`src/rtl/cpu_bus_decoder_pkg.sv`:
```
// Shared definitions for the aq32 CPU bus decoder: FSM encodings, latency field width,
// and the default slave map shared with aq32_top.
package cpu_bus_decoder_pkg;

    typedef logic [1:0] bus_state_t;

    localparam bus_state_t ST_IDLE  = 2'd0;
    localparam bus_state_t ST_COUNT = 2'd1;
    localparam bus_state_t ST_HS    = 2'd2;

    localparam int LAT_W = 2;

    // Slave 0 is the bootrom window (handshake), slave 1 the IO page (one read wait state).
    localparam int                    DEF_NUM_SLAVES = 2;
    localparam logic [2*32-1:0]       DEF_SLAVE_BASE = {32'hFFFF_F800, 32'hFFF0_0000};
    localparam logic [2*32-1:0]       DEF_SLAVE_MASK = {32'hFFFF_F800, 32'hFFF8_0000};
    localparam logic [2*LAT_W-1:0]    DEF_SLAVE_LAT  = {2'd1, 2'd0};
    localparam logic [1:0]            DEF_SLAVE_HS   = 2'b01;

    function automatic logic addr_hit(input logic [31:0] addr,
                                      input logic [31:0] base,
                                      input logic [31:0] mask);
        return (addr & mask) == base;
    endfunction

endpackage

```
`src/rtl/bus_timeout_wdt.sv`:
```
// Saturating stall counter for handshake bus accesses.
// Only present when CPU_BUS_TIMEOUT_EN is defined.
`ifdef CPU_BUS_TIMEOUT_EN
module bus_timeout_wdt #(
    parameter int LIMIT = 255
) (
    input  logic clk,
    input  logic reset,
    input  logic i_clear,
    input  logic i_enable,
    output logic o_expired
);

    localparam int               CNT_W   = $clog2(LIMIT + 1);
    localparam logic [CNT_W-1:0] LIMIT_V = CNT_W'(LIMIT);

    logic [CNT_W-1:0] r_tmo;

    always_ff @(posedge clk) begin
        if (reset || i_clear) begin
            r_tmo <= '0;
        end else if (i_enable && (r_tmo != LIMIT_V)) begin
            r_tmo <= r_tmo + CNT_W'(1);
        end
    end

    assign o_expired = (r_tmo == LIMIT_V);

endmodule
`endif

```
`src/rtl/cpu_bus_decoder.sv`:
```
// aq32 CPU-side bus decoder: address decode, fixed read wait states, s_wait handshake forwarding.
// Define CPU_BUS_TIMEOUT_EN to abort handshake accesses that stall for TIMEOUT_CYCLES.
//  state    | meaning
//  ST_IDLE  | no access, or cycle 0 of an access
//  ST_COUNT | fixed-latency read counting down its wait states
//  ST_HS    | handshake slave holding s_wait
module cpu_bus_decoder
    import cpu_bus_decoder_pkg::*;
#(
    parameter int                          NUM_SLAVES     = DEF_NUM_SLAVES,
    parameter logic [NUM_SLAVES*32-1:0]    SLAVE_BASE     = DEF_SLAVE_BASE,
    parameter logic [NUM_SLAVES*32-1:0]    SLAVE_MASK     = DEF_SLAVE_MASK,
    parameter logic [NUM_SLAVES*LAT_W-1:0] SLAVE_LAT      = DEF_SLAVE_LAT,
    parameter logic [NUM_SLAVES-1:0]       SLAVE_HS       = DEF_SLAVE_HS,
    parameter int                          TIMEOUT_CYCLES = 255
) (
    input  logic                     clk,
    input  logic                     reset,
    input  logic [31:0]              cpu_addr,
    input  logic                     cpu_wren,
    input  logic                     cpu_strobe,
    output logic                     cpu_wait,
    output logic [31:0]              cpu_rddata,
    output logic                     cpu_error,
    output logic [NUM_SLAVES-1:0]    s_strobe,
    input  logic [NUM_SLAVES-1:0]    s_wait,
    input  logic [NUM_SLAVES*32-1:0] s_rddata
);

    generate
        if (NUM_SLAVES < 1 || NUM_SLAVES > 8) begin : g_bad_num_slaves
            $error("cpu_bus_decoder: NUM_SLAVES must be 1..8");
        end
        if (TIMEOUT_CYCLES < 2 || TIMEOUT_CYCLES > 65535) begin : g_bad_timeout
            $error("cpu_bus_decoder: TIMEOUT_CYCLES must be 2..65535");
        end
    endgenerate

    logic                  w_hit_any;
    logic                  w_sel_hs;
    logic                  w_sel_wait;
    logic [LAT_W-1:0]      w_sel_lat;
    logic [31:0]           w_sel_rddata;
    logic [NUM_SLAVES-1:0] w_sel_oh;

    // Scan high to low so the lowest matching index wins on overlap.
    always_comb begin
        w_hit_any    = 1'b0;
        w_sel_hs     = 1'b0;
        w_sel_wait   = 1'b0;
        w_sel_lat    = '0;
        w_sel_rddata = '0;
        w_sel_oh     = '0;
        for (int i = NUM_SLAVES - 1; i >= 0; i--) begin
            if (addr_hit(cpu_addr, SLAVE_BASE[i*32 +: 32], SLAVE_MASK[i*32 +: 32])) begin
                w_hit_any    = 1'b1;
                w_sel_hs     = SLAVE_HS[i];
                w_sel_wait   = s_wait[i];
                w_sel_lat    = SLAVE_LAT[i*LAT_W +: LAT_W];
                w_sel_rddata = s_rddata[i*32 +: 32];
                w_sel_oh     = '0;
                w_sel_oh[i]  = 1'b1;
            end
        end
    end

    bus_state_t            r_state;
    bus_state_t            w_state_nxt;
    logic [LAT_W-1:0]      r_cnt;
    logic [LAT_W-1:0]      w_cnt_nxt;
    logic                  w_wait;
    logic                  w_error;
    logic                  w_abort;
    logic [NUM_SLAVES-1:0] w_strobe;

    // A dropped cpu_strobe outside IDLE falls through to the defaults: back to IDLE, counter cleared.
    always_comb begin
        w_state_nxt = ST_IDLE;
        w_cnt_nxt   = '0;
        w_wait      = 1'b0;
        w_error     = 1'b0;
        w_strobe    = '0;
        case (r_state)
            ST_IDLE: begin
                if (cpu_strobe) begin
                    if (!w_hit_any) begin
                        w_error = 1'b1;
                    end else begin
                        w_strobe = w_sel_oh;
                        if (w_sel_hs) begin
                            w_wait = w_sel_wait;
                            if (w_sel_wait) w_state_nxt = ST_HS;
                        end else if (!cpu_wren && (w_sel_lat != '0)) begin
                            w_wait      = 1'b1;
                            w_cnt_nxt   = w_sel_lat - LAT_W'(1);
                            w_state_nxt = ST_COUNT;
                        end
                    end
                end
            end
            ST_COUNT: begin
                if (cpu_strobe) begin
                    w_strobe = w_sel_oh;
                    if (r_cnt != '0) begin
                        w_wait      = 1'b1;
                        w_cnt_nxt   = r_cnt - LAT_W'(1);
                        w_state_nxt = ST_COUNT;
                    end
                end
            end
            ST_HS: begin
                if (cpu_strobe) begin
                    if (w_abort) begin
                        w_error = 1'b1;
                    end else begin
                        w_strobe = w_sel_oh;
                        w_wait   = w_sel_wait;
                        if (w_sel_wait) w_state_nxt = ST_HS;
                    end
                end
            end
            default: begin
                w_state_nxt = ST_IDLE;
            end
        endcase
    end

    always_ff @(posedge clk) begin
        if (reset) begin
            r_state <= ST_IDLE;
            r_cnt   <= '0;
        end else begin
            r_state <= w_state_nxt;
            r_cnt   <= w_cnt_nxt;
        end
    end

`ifdef CPU_BUS_TIMEOUT_EN
    logic w_hs_cycle;
    logic w_tmo_expired;

    assign w_hs_cycle = cpu_strobe && w_hit_any && w_sel_hs &&
                        ((r_state == ST_IDLE) || (r_state == ST_HS));

    bus_timeout_wdt #(
        .LIMIT (TIMEOUT_CYCLES)
    ) u_wdt (
        .clk       (clk),
        .reset     (reset),
        .i_clear   (w_state_nxt != ST_HS),
        .i_enable  (w_hs_cycle && w_wait),
        .o_expired (w_tmo_expired)
    );

    assign w_abort = (r_state == ST_HS) && w_tmo_expired;
`else
    assign w_abort = 1'b0;
`endif

    assign cpu_wait   = !reset && w_wait;
    assign cpu_error  = !reset && w_error;
    assign s_strobe   = reset ? '0 : w_strobe;
    assign cpu_rddata = (!reset && cpu_strobe && w_hit_any && !w_wait) ? w_sel_rddata : 32'h0;

endmodule

```
`config.mk`:
```
export PLATFORM = sky130hd
export DESIGN_NAME = cpu_bus_decoder
export DESIGN_NICKNAME = d
export VERILOG_FILES = /design/src/rtl/cpu_bus_decoder_pkg.sv /design/src/rtl/bus_timeout_wdt.sv /design/src/rtl/cpu_bus_decoder.sv
export SDC_FILE = /design/constraint.sdc
export NUM_CORES = 1
export LEC_CHECK = 0
export CAP_MARGIN = 0
export CORE_ASPECT_RATIO = 1.75
export CORE_UTILIZATION = 29
export CTS_CLUSTER_DIAMETER = 40
export CTS_CLUSTER_SIZE = 8
export DETAILED_ROUTE_END_ITERATION = 8
export PLACE_DENSITY = 0.9
export SYNTH_ARGS = -nofsm -noshare
export SYNTH_HDL_FRONTEND = slang
export SYNTH_SLANG_ARGS = --single-unit
```
`constraint.sdc`:
```
create_clock -name clk -period 4.5 [get_ports clk]
set_input_delay 0.45 -clock clk [delete_from_list [all_inputs] [get_ports clk]]
set_output_delay 0.45 -clock clk [all_outputs]
set_load 0.02 [all_outputs]
```
* Word level (Yosys, flattened, before mapping) *
Cells that the tools add are included.

storage, ports and cells
  bits in registers = 4
  output and inout bits = 36
  word-level logic and storage cells = 65

cells by class
  $add $sub $neg = 2
  equality and inequality tests = 4
  mux-type cells = 44
  reduce and logical (&&, ||, !) cells = 13

operator list
  kind                  count
  $mux 32               3
  $mux 2                17
  $eq 21x21->1 const B  1
  $mux 1                20
  $eq 13x13->1 const B  1
  $pmux 2 s2            2
  $logic_and 1x1->1     6
  $pmux 2 s3            1
  $reduce_bool 2->1     2
  $sub 2x1->2 const B   2
  $logic_not 1->1       3
  $pmux 1 s3            1
  $eq 2x1->1 const B    1
  $eq 2x2->1 const B    1
  $logic_not 2->1       1
  $reduce_or 2->1       1

* Logic depth before layout (Yosys ltp) *
  depth in word-level cells = 13
  depth in mapped cells = 8
  depth with buffers taken out = 6

* Least setup slack after synthesis *
OpenSTA, ideal clock, no wires.

  kind = reg2out
  start point = register r_state[0]
  end point = output port cpu_rddata[1]
  arrival = 1.982 ns
  data required time = 4.050 ns
  path slack = 2.068 ns
  cell stages (with the launch flop) = 9
  path buffers = 2
  path through = dfxtp_1 > inv_1 > ha_1 > or2_1 > and3_1 > and4_1 > buf_2 > buf_4 > nor3_1

on the way
  word-level cells in the longest chain between the ends = 5

RTL lines
  item                                      RTL line                source
  from (decl)                               cpu_bus_decoder.sv:67   bus_state_t r_state;
  from (signal assigned)                    cpu_bus_decoder.sv:133  r_state <= w_state_nxt;
  $eq 2x2->1, or another cell as far along  cpu_bus_decoder.sv:83   case (r_state)
  $pmux 1 s3 *                              cpu_bus_decoder.sv:83
  $logic_not 1->1 *                         cpu_bus_decoder.sv:163  assign cpu_rddata = (!reset && cpu_strobe && w_hit_any && !w_wait) ? w_sel_rddata : 32'h0;
  $logic_and 1x1->1 *                       cpu_bus_decoder.sv:163
  $mux 32 *                                 cpu_bus_decoder.sv:163
  to (decl)                                 cpu_bus_decoder.sv:23   output logic [31:0] cpu_rddata,

Every way passes the cells marked *; elsewhere a longest branch is shown, timed or not.

* Final worst setup path *
  start point = input port cpu_addr[27]
  end point = output port cpu_rddata[0]

on the way
  word-level cells in the longest chain between the ends = 13

RTL lines
  item                  RTL line                   source
  from (decl)           cpu_bus_decoder.sv:19      input logic [31:0] cpu_addr,
  $eq 21x21->1          cpu_bus_decoder_pkg.sv:23  return (addr & mask) == base;
  $mux 1 (2 in series)  cpu_bus_decoder.sv:55      if (addr_hit(cpu_addr, SLAVE_BASE[i*32 +: 32], SLAVE_MASK[i*32 +: 32])) begin
  $reduce_bool 2->1     cpu_bus_decoder.sv:93      end else if (!cpu_wren && (w_sel_lat != '0)) begin
  $logic_and 1x1->1     cpu_bus_decoder.sv:93
  $mux 1                cpu_bus_decoder.sv:93
  $mux 1                cpu_bus_decoder.sv:90      if (w_sel_hs) begin
  $mux 1                cpu_bus_decoder.sv:86      if (!w_hit_any) begin
  $mux 1                cpu_bus_decoder.sv:85      if (cpu_strobe) begin
  $pmux 1 s3            cpu_bus_decoder.sv:83
  $logic_not 1->1       cpu_bus_decoder.sv:163
  $logic_and 1x1->1     cpu_bus_decoder.sv:163
  $mux 32 *             cpu_bus_decoder.sv:163

Marked as above.

==> results by group <==
Status
  – Run status: completed

Placement
  – Final HPWL DP: between 3 and 4 mm
  – GP Congestion: approximately 0.86
  – Input/output buffers: between 100 and 150
  – Post-placement cell area: about 0.0024 mm²

Setup path
  – Critical-path top delay cell: sky130_fd_sc_hd__clkdlybuf4s50_1
  – Largest delay share family, worst path: buffers and inverters
  – Launch point of the critical path: cpu_addr[27]
  – Most repeated library cell on the critical path: sky130_fd_sc_hd__clkdlybuf4s50_1
  – Crit path launch type: input pin
  – Worst Setup Path Type: input pin to output port
  – Levels on crit path: 7
  – Endpoint type of the worst setup path: output port
  – Maximum fanout count along the critical path: 31
  – Crit path DAT: 3020 ps
  – WP data required: approximately 4100 ps
  – Cell-by-cell trace of the critical path: clkdlybuf4s50_1 > nand4_2 > nor4_4 > buf_4 > a32oi_1 > nor3_1 > clkdlybuf4s50_1
  – Register-to-Register Path Depth: 5
  – Capture point of the worst reg-to-reg path: r_state[1]
  – Critical R2R Launch: r_state[0]
  – Worst setup path end: cpu_rddata[0]
  – Worst stage delay on the critical path: about 650 ps
  – Critical path buffer and inverter count: 3
  – Setup slack of the worst register-to-register path: about 3300 ps

Power and ir drop
  – Worst vdd rail ir drop: 0.000175 V
  – Leakage component of the power: 0.699 nW
  – Power per Cell Area: a little over 80 mW/mm²
  – Total Power Consumption: slightly above 0.2 mW

Timing
  – Fin Clk Skew: roughly 0.37 ps
  – Final hold vios: 0
  – Final Slew Violations: 0
  – Top achievable clock speed: about 0.29 GHz
  – Setup tns final: 0 ps
  – Final clock period utilization by the worst path: around 77%
  – Worst slew pin tran: around 480 ps
  – Final Critical Period: approximately 3500 ps
  – Final setup violation count: 0
  – Worst slew slack as a fraction of its limit: about two thirds
  – RSZ-0062 raised after global routing: no

CTS
  – Resized Gates After CTS: 0
  – Worst skew pair latency: around 210 ps
  – TritonCTS clock tree: yes
  – Maximum count of clock buffers along a single path: 2
  – Library cell used as clock root buffer: sky130_fd_sc_hd__clkbuf_8
  – Buffers inserted during post-CTS setup optimization: 0
  – Number of buffers inserted during clock tree synthesis: 3
  – # H-tree levels: 1
  – Clock-pin slew on the worst setup and hold paths: around 30 ps
  – Clock tree sinks: 4
  – Number of buffers added to fix hold violations after cts: 0

Floorplan
  – Area inside the core boundary: 0.00387 mm²
  – Boundary Pins: ~140
  – Initial Utilization: 30.1%
  – Overall die height: about 86 µm
  – Total number of placement rows: 30
  – Die X: between 40 and 50 µm
  – Die Area: approximately 0.0043 mm²

Run
  – Number of max-cap violations: 0

GRT
  – Largest net degree at the start of global routing: 32
  – Total routing resource utilization after global routing: between 20% and 30%
  – Number of global-route vias before repair: 1,548
  – First-pass GRT wire length: approximately 7.4 mm
  – GRT Residual Overflow: 0
  – Antenna violations before repair: 0

Route
  – Routed WL: 4.86 mm
  – Number of nets still failing antenna checks after routing: 0
  – Number of vias in the routed layout: 1,665
  – Count of routing violations after the opening detailed-route iteration: 35
  – Vias per inst: between 5 and 6
  – Number of optimization iterations in the first detailed-route pass: 6
  – DRC errors left: 0
  – Routed wire per std cell: around 16 µm

Layout
  – Layout overhead on the synthesized area: 112%
  – Number of antenna repair diodes: 0
  – Cell area after layout: around 0.0025 mm²
  – Share of post-route cells with drive strength above 1: 17.7%
  – Final net count: 362
  – Fill cell count: approximately 340

Logic synthesis
  – Synth Instances: approximately 140
  – Synthesized area: about 0.0012 mm²
  – Number of flip-flops and latches in the synthesized netlist: 4
  – Sequential element share of the synthesized area: around 6.9%
  – Average cell area after synthesis: between 8 and 9 µm²
  – Most frequently used flop master after synthesis: sky130_fd_sc_hd__dfxtp_1
  – Synth warnings: 0
  – Number of enable flip-flop cells after synthesis: 0
  – Post-Syn Nets: 242
  – Share of flip-flops with an asynchronous set or reset after synthesis: 0%
  – Ranking of synthesized cells by area: sky130_fd_sc_hd__a32oi_1 25%, sky130_fd_sc_hd__nor3_2 24%, sky130_fd_sc_hd__dfxtp_1 6.9%
  – Top-count cell post-synth: sky130_fd_sc_hd__a32oi_1
  – Synth top area share: ~25%
  – Count of different cell masters after synthesis: 32
  – Top cells by count, synth: 33 x sky130_fd_sc_hd__a32oi_1, 28 x sky130_fd_sc_hd__nor3_2, 9 x sky130_fd_sc_hd__nor3_1
  – Cell type with the largest total area after synthesis: sky130_fd_sc_hd__a32oi_1

Hold path
  – Kind of path behind the tightest hold check: register to register
-- layout by cell type (no fill, tap or decap) --
cell type,Yosys,layout
sky130_fd_sc_hd__or2_1,1,1
sky130_fd_sc_hd__o211ai_1,1,1
sky130_fd_sc_hd__nand2_1,5,5
sky130_fd_sc_hd__nor4bb_1,1,1
sky130_fd_sc_hd__dfxtp_1,4,4
sky130_fd_sc_hd__nor2_2,1,1
sky130_fd_sc_hd__inv_1,4,4
sky130_fd_sc_hd__and3_1,1,1
sky130_fd_sc_hd__nor4b_1,1,1
sky130_fd_sc_hd__nor3_2,28,28
sky130_fd_sc_hd__nand4_4,1,1
sky130_fd_sc_hd__clkbuf_8,0,3
sky130_fd_sc_hd__nand4_2,2,2
sky130_fd_sc_hd__nor3_1,9,9
sky130_fd_sc_hd__ha_1,4,4
sky130_fd_sc_hd__a21boi_1,1,1
sky130_fd_sc_hd__nor4_4,2,2
sky130_fd_sc_hd__o32ai_1,1,1
sky130_fd_sc_hd__nand3_1,3,3
sky130_fd_sc_hd__nor2b_1,2,2
sky130_fd_sc_hd__buf_4,4,5
sky130_fd_sc_hd__o2111ai_4,0,1
sky130_fd_sc_hd__and4_2,0,1
sky130_fd_sc_hd__nand2b_1,2,2
sky130_fd_sc_hd__a32oi_1,33,33
sky130_fd_sc_hd__clkdlybuf4s50_1,0,126
sky130_fd_sc_hd__nor4_1,1,1
sky130_fd_sc_hd__nor2_1,6,6
sky130_fd_sc_hd__a21oi_2,1,1
sky130_fd_sc_hd__nand4_1,2,2
sky130_fd_sc_hd__a41oi_1,1,1
-- cell type report --
type                    instances  area [µm²]  area share, %
repair buffers                131        1300           52.7
flip-flops and latches          4        80.1           3.25
inverters                       4        15.0          0.609
well taps                      48        60.1           2.44
clock buffers                   3        41.3           1.68
multi-input cells             112         968           39.3
-- state kept, by name (all words and copies together), names as in the netlist --
name     count
r_cnt        2
r_state      2
-- logic make-up (layout without fill, tap and decap cells) --
group | Yosys count | after routing | share of synthesized area [%]
buf+inv | 20 | 138 | 11.5
fa+ha+maj | 4 | 4 | 4.30
compound gates | 39 | 39 | 29.1
simple gates | 69 | 69 | 48.2
flops | 4 | 4 | 6.88
-- power breakdown --
| part | switching (mW) | internal, mW | total [mW] | leakage, nW |
|---|---|---|---|---|
| clock network | 0.0164 | 0.0568 | 0.0732 | 0.0216 |
| logic | 0.0208 | 0.0717 | 0.0925 | 0.645 |
| registers | 0.000000235 | 0.0357 | 0.0357 | 0.0322 |
-- per-stage QoR --
stage	setup WS (ps)	hold WS, ps	util (%)	cells
final	1030	445	63.7	302
after global routing	873	466	63.7	302
after CTS	1010	444	63.7	302
after detailed placement	1000	440	62.7	299
after global placement	1100	430	62.7	299
after floorplan	2070	422	-	136
-- per-layer routing --
layer	global-route usage [%]	wire [µm]	up-vias
met4	7.79	100	0
met3	4.08	306	10
met1	23.0	1780	779
met2	40.8	2670	74
li1	-	-	802
met5	0	0	-
-- worst min-delay path by stage --
| stage | from | end | cells past startpoint | slack [ps] |
|---|---|---|---|---|
| after floorplan | r_cnt[0] | r_cnt[0] | 1 | 420 |
| after global placement | r_cnt[0] | r_cnt[0] | 1 | 430 |
| after detailed placement | r_cnt[0] | r_cnt[0] | 1 | 440 |
| after CTS | r_cnt[0] | r_cnt[0] | 1 | 440 |
| after global routing | r_cnt[0] | r_cnt[0] | 1 | 470 |
| final | r_cnt[0] | r_cnt[0] | 1 | 440 |
Power figures use the tool's default switching activity.
==> variant 1, RTL diff (same settings) <==
`DEF_NUM_SLAVES`: 2 -> 4.
--- a/src/rtl/cpu_bus_decoder_pkg.sv
+++ b/src/rtl/cpu_bus_decoder_pkg.sv
@@ -13,3 +13,3 @@
     // Slave 0 is the bootrom window (handshake), slave 1 the IO page (one read wait state).
-    localparam int                    DEF_NUM_SLAVES = 2;
+    localparam int                    DEF_NUM_SLAVES = 4;
     localparam logic [2*32-1:0]       DEF_SLAVE_BASE = {32'hFFFF_F800, 32'hFFF0_0000};
Ports: changed (resized s_rddata, s_strobe and s_wait); port bits go from 138 to 206. The function was not compared with the original's and may differ.
==> variant 1 against the unedited design <==
Die area is 9.5% higher; routed wire length increased by 21%; sequential share of layout area fell by 0.46 points; total power is 46% higher; setup slack worse by 0.48 ns; highest routed layer unchanged; global-route usage increased by 2.5 points; sequential cell count stayed put; synthesized cell count up 31%; non-clock buffer count increased by 34; synthesized area increased by 9.8%; first-iteration DRC count rose by 20%; cell area increased by 17%; sequential power about the same; critical path depth did not move.
==> variant 1: results <==
set metrics [dict create \
    ff2ff_path_depth 2 \
    crit_family "compound AO/OA/AOI/OAI gates" \
    placed_cell_area_um2 2830 \
    yosys-top-cells-count "a22oi_1, nand2_1, a22oi_2" \
    holdWs_ns 0.457 \
    viasPerCell 5.43 \
    seq_area_frac_synth_pct 6.27 \
    grt_pass1_wl_mm 8.92 \
    status "finished, final reports clean" \
    r2r_setup_slack_ns 3.39 \
    min_path_cells 2 \
    holdPathEnd "r_cnt[1]" \
    fin_worst_skew_ns 0.000897 \
    routedWlPerCell_um 15.7 \
    cts_resized 0 \
    yosysUniqueCellTypes 38 \
    postCtsSetupBuffers 0 \
    peakVddDrop_mv 0.162 \
    hpwl_mm 4.66 \
    hold_path_startpoint "r_cnt[0]" \
    crit_fanout 32 \
    grt_pass1_vias 1969 \
    tightest_slew_ns 0.813 \
    grt_use_total_pct 24.1 \
    drt-pass1-iter-count 4 \
    r2r-start "r_state[1]" \
    cpPeakStageDelay_ns 0.68 \
    startpoint "cpu_addr[19]" \
    p_leak_nw 1.05 \
    grt_max_degree 33 \
    cp.arrival_ns 3.50 \
    port_buffers 159 \
    post_route_cells_drive_above_1_share_pct 9.82 \
    hold_class "flip-flop to flip-flop" \
    crit_slowest_cell "a31o_2" \
    drtIter0Drc 42 \
]
-- variant 1: cell types whose count changed after synthesis, moves of 4 or more --
cell     before  now
a22oi_1       0   52
a22oi_2       0   12
a32oi_1      33    0
ha_1          4    0
nand2_1       5   37
nor3_1        9    4
nor3_2       28    0
-- variant 1: cell type report --
| class | instances | area [um^2] |
|---|---|---|
| clock buffer | 3 | 41.3 |
| fill | 353 | 1320 |
| inverter | 4 | 15.0 |
| multi-input combinational | 150 | 1040 |
| sequential | 4 | 80.1 |
| tap | 49 | 61.3 |
| timing repair buffer | 165 | 1640 |
-- variant 1: kinds of logic after synthesis --
group,after synthesis,share of synthesized area (%)
buffers and inverters,25,13.2
other,1,0.294
AOI/OAI and AO/OA,75,50.0
and+or+nand+nor,73,30.3
DFF,4,6.27
-- variant 1: worst max-delay path by stage --
stage | to | slack, ns | cells after the start
global placement | cpu_rddata[22] | 0.58 | 7
detailed placement | cpu_rddata[22] | 0.55 | 7
finish | cpu_rddata[22] | 0.55 | 7
CTS | cpu_rddata[22] | 0.54 | 7
global route | cpu_rddata[22] | 0.32 | 7
floorplan | cpu_rddata[21] | 2.07 | 6
-- variant 1: routing by layer --
layer	wire, um	vias up	part of all wire [%]	GRT usage, %
met5	0	-	0	0
met4	121	0	2.1	7.24
met3	579	10	9.8	5.58
met2	3080	107	52	45.3
met1	2100	933	36	24.9
li1	-	985	-	-
-- variant 1: metrics by stage --
| stage | worst slack, ns | total power [mW] | cells | util (%) |
|---|---|---|---|---|
| finish | 0.553 | 0.295 | 375 | 68.5 |
| global route | 0.319 | 0.310 | 375 | 68.5 |
| CTS | 0.545 | 0.297 | 375 | 68.5 |
| detailed placement | 0.546 | 0.220 | 372 | 67.5 |
| global placement | 0.581 | 0.217 | 372 | 67.5 |
| floorplan | 2.07 | 0.0870 | 179 | - |
-- variant 1: where the power goes --
| group | switching [mW] | internal, mW |
|---|---|---|
| registers | 0.000000559 | 0.0357 |
| clock network | 0.0181 | 0.0570 |
| logic | 0.0577 | 0.126 |
-- variant 1: worst min-delay path, cell delays in order, from the launching register on --
cell     delay, ns
dfxtp_1       0.32
inv_1         0.06
nor2_1        0.03
==> variant 2, RTL diff (same settings) <==
Without the edit above. Put a register stage on the output `cpu_error`, without a reset. The value now appears one clock later. The other outputs are not delayed to match.
--- a/src/rtl/cpu_bus_decoder.sv
+++ b/src/rtl/cpu_bus_decoder.sv
@@ -160,3 +160,5 @@
     assign cpu_wait   = !reset && w_wait;
-    assign cpu_error  = !reset && w_error;
+    always_ff @(posedge clk) begin
+        cpu_error <= !reset && w_error;
+    end
     assign s_strobe   = reset ? '0 : w_strobe;
Check against the original RTL: not equivalent (Yosys sat finds a counterexample within 4 cycles, from zero or initial values and one cycle with reset high).
==> variant 2 against the unedited design <==
Sequential cell count up 1; synthesized area up 1.7%; via count up 2.7%; largest power group unchanged; critical endpoint unchanged; total power up 8.9%; core utilization up 0.83 points; cell area up 2.3%; global-route usage up 0.25 points; setup slack better by 0.017 ns; routed wire length up 4.1%.
==> variant 2: results <==
set metrics [dict create \
    crit_slowest_cell "nor4_4" \
    yosys-top-cells-count "a32oi_1, nor3_2, nor3_1" \
    hpwl_mm 4.02 \
    gp_congestion 0.846 \
    grt_pass1_vias 1590 \
    fin_nets 364 \
    top_regs "r_cnt: 2 flops, r_state: 2 flops, cpu_error: 1 flops" \
    syn-num-nets 243 \
    grt_use_total_pct 21.9 \
    tightest_slew_ns 0.723 \
    postCtsSetupBuffers 0 \
    fin_cells 305 \
    antenna_found_initial 0 \
    post_route_cells_drive_above_1_share_pct 17.9 \
    synthTopCellsByArea "a32oi_1, nor3_2, dfxtp_1" \
    grt_max_degree 33 \
    routedWlPerCell_um 16.6 \
    syn_area_per_cell_um2 8.64 \
    cp.arrival_ns 3.00 \
    placed_cell_area_um2 2470 \
    async_flop_share_pct 0 \
    diodes 0 \
    fin_worst_skew_ns 0.000604 \
    fill_cells 339 \
    drtIter0Drc 30 \
    vias 1710 \
    htreeDepth 1 \
    seq_area_frac_synth_pct 8.46 \
    ys_warn_count 0 \
    peakVddDrop_mv 0.177 \
    fin_util_pct 64.6 \
    clk-insertion-delay-late_ns 0.22 \
    grt_pass1_wl_mm 7.44 \
    cts_buffers 3 \
    dp.cells 301 \
    netlist.area_leader.share_pct 24.4 \
    port_buffers 126 \
    drt-pass1-iter-count 4 \
    cpPeakStageDelay_ns 0.68 \
    p_leak_nw 0.720 \
    crit_fanout 26 \
    status "finished, final reports clean" \
    synthAdderAreaFrac_pct 4.23 \
    synth_compound_area_share_pct 28.6 \
]
-- variant 2: cell types whose count changed after synthesis, sizes merged --
cell | unedited run | this run
dfxtp | 4 | 5
-- variant 2: through the flow --
| stage | worst slack, ns | total power [mW] |
|---|---|---|
| 3_3_place_gp | 1.14 | 0.137 |
| 2_1_floorplan | 2.07 | 0.0542 |
| 5_1_grt | 0.918 | 0.229 |
| 4_1_cts | 1.06 | 0.222 |
| 3_5_place_dp | 1.06 | 0.140 |
| 6_report | 1.05 | 0.219 |
-- variant 2: per-layer routing --
layer	part of all wire, %	track usage (%)	vias up	routed length (um)
met3	6.2	3.51	8	313
met5	0	0	-	0
met2	58	44.1	78	2910
li1	-	-	809	-
met1	34	21.2	815	1740
met4	1.9	7.83	0	95
-- variant 2: power breakdown --
part / internal (mW) / total [mW] / switching [mW]
registers: 0.0451 / 0.0452 / 0.000121
clock network: 0.0606 / 0.0801 / 0.0195
logic: 0.0720 / 0.0940 / 0.0220
-- variant 2: final timing paths --
check,depth (start not counted),from,slack (ns),to
max reg2reg,5,r_state[0],3.27,r_state[1]
min,1,r_cnt[0],0.45,r_cnt[0]
max,7,cpu_addr[27],1.05,cpu_rddata[0]
min reg2reg,1,r_cnt[0],0.45,r_cnt[0]
-- variant 2: kinds of logic after synthesis --
logic type,after synthesis
and+or+nand+nor,69
AOI/OAI and AO/OA,39
buffers and inverters,20
DFF,5
adders and majority gates,4
-- variant 2: final cells by class --
cell class / count / share of cell area [%]
timing repair buffer: 132 / 52.8
multi-input combinational: 112 / 38.4
tap: 48 / 2.38
inverter: 4 / 0.596
sequential: 5 / 3.97
clock buffer: 4 / 1.79
-- variant 2: worst max-delay path, delay by kind of cell --
family	cells	cell delay, ns
AO/OA/AOI/OAI	1	0.09
buffers and inverters	3	1.37
AND/OR/NAND/NOR	3	1.08
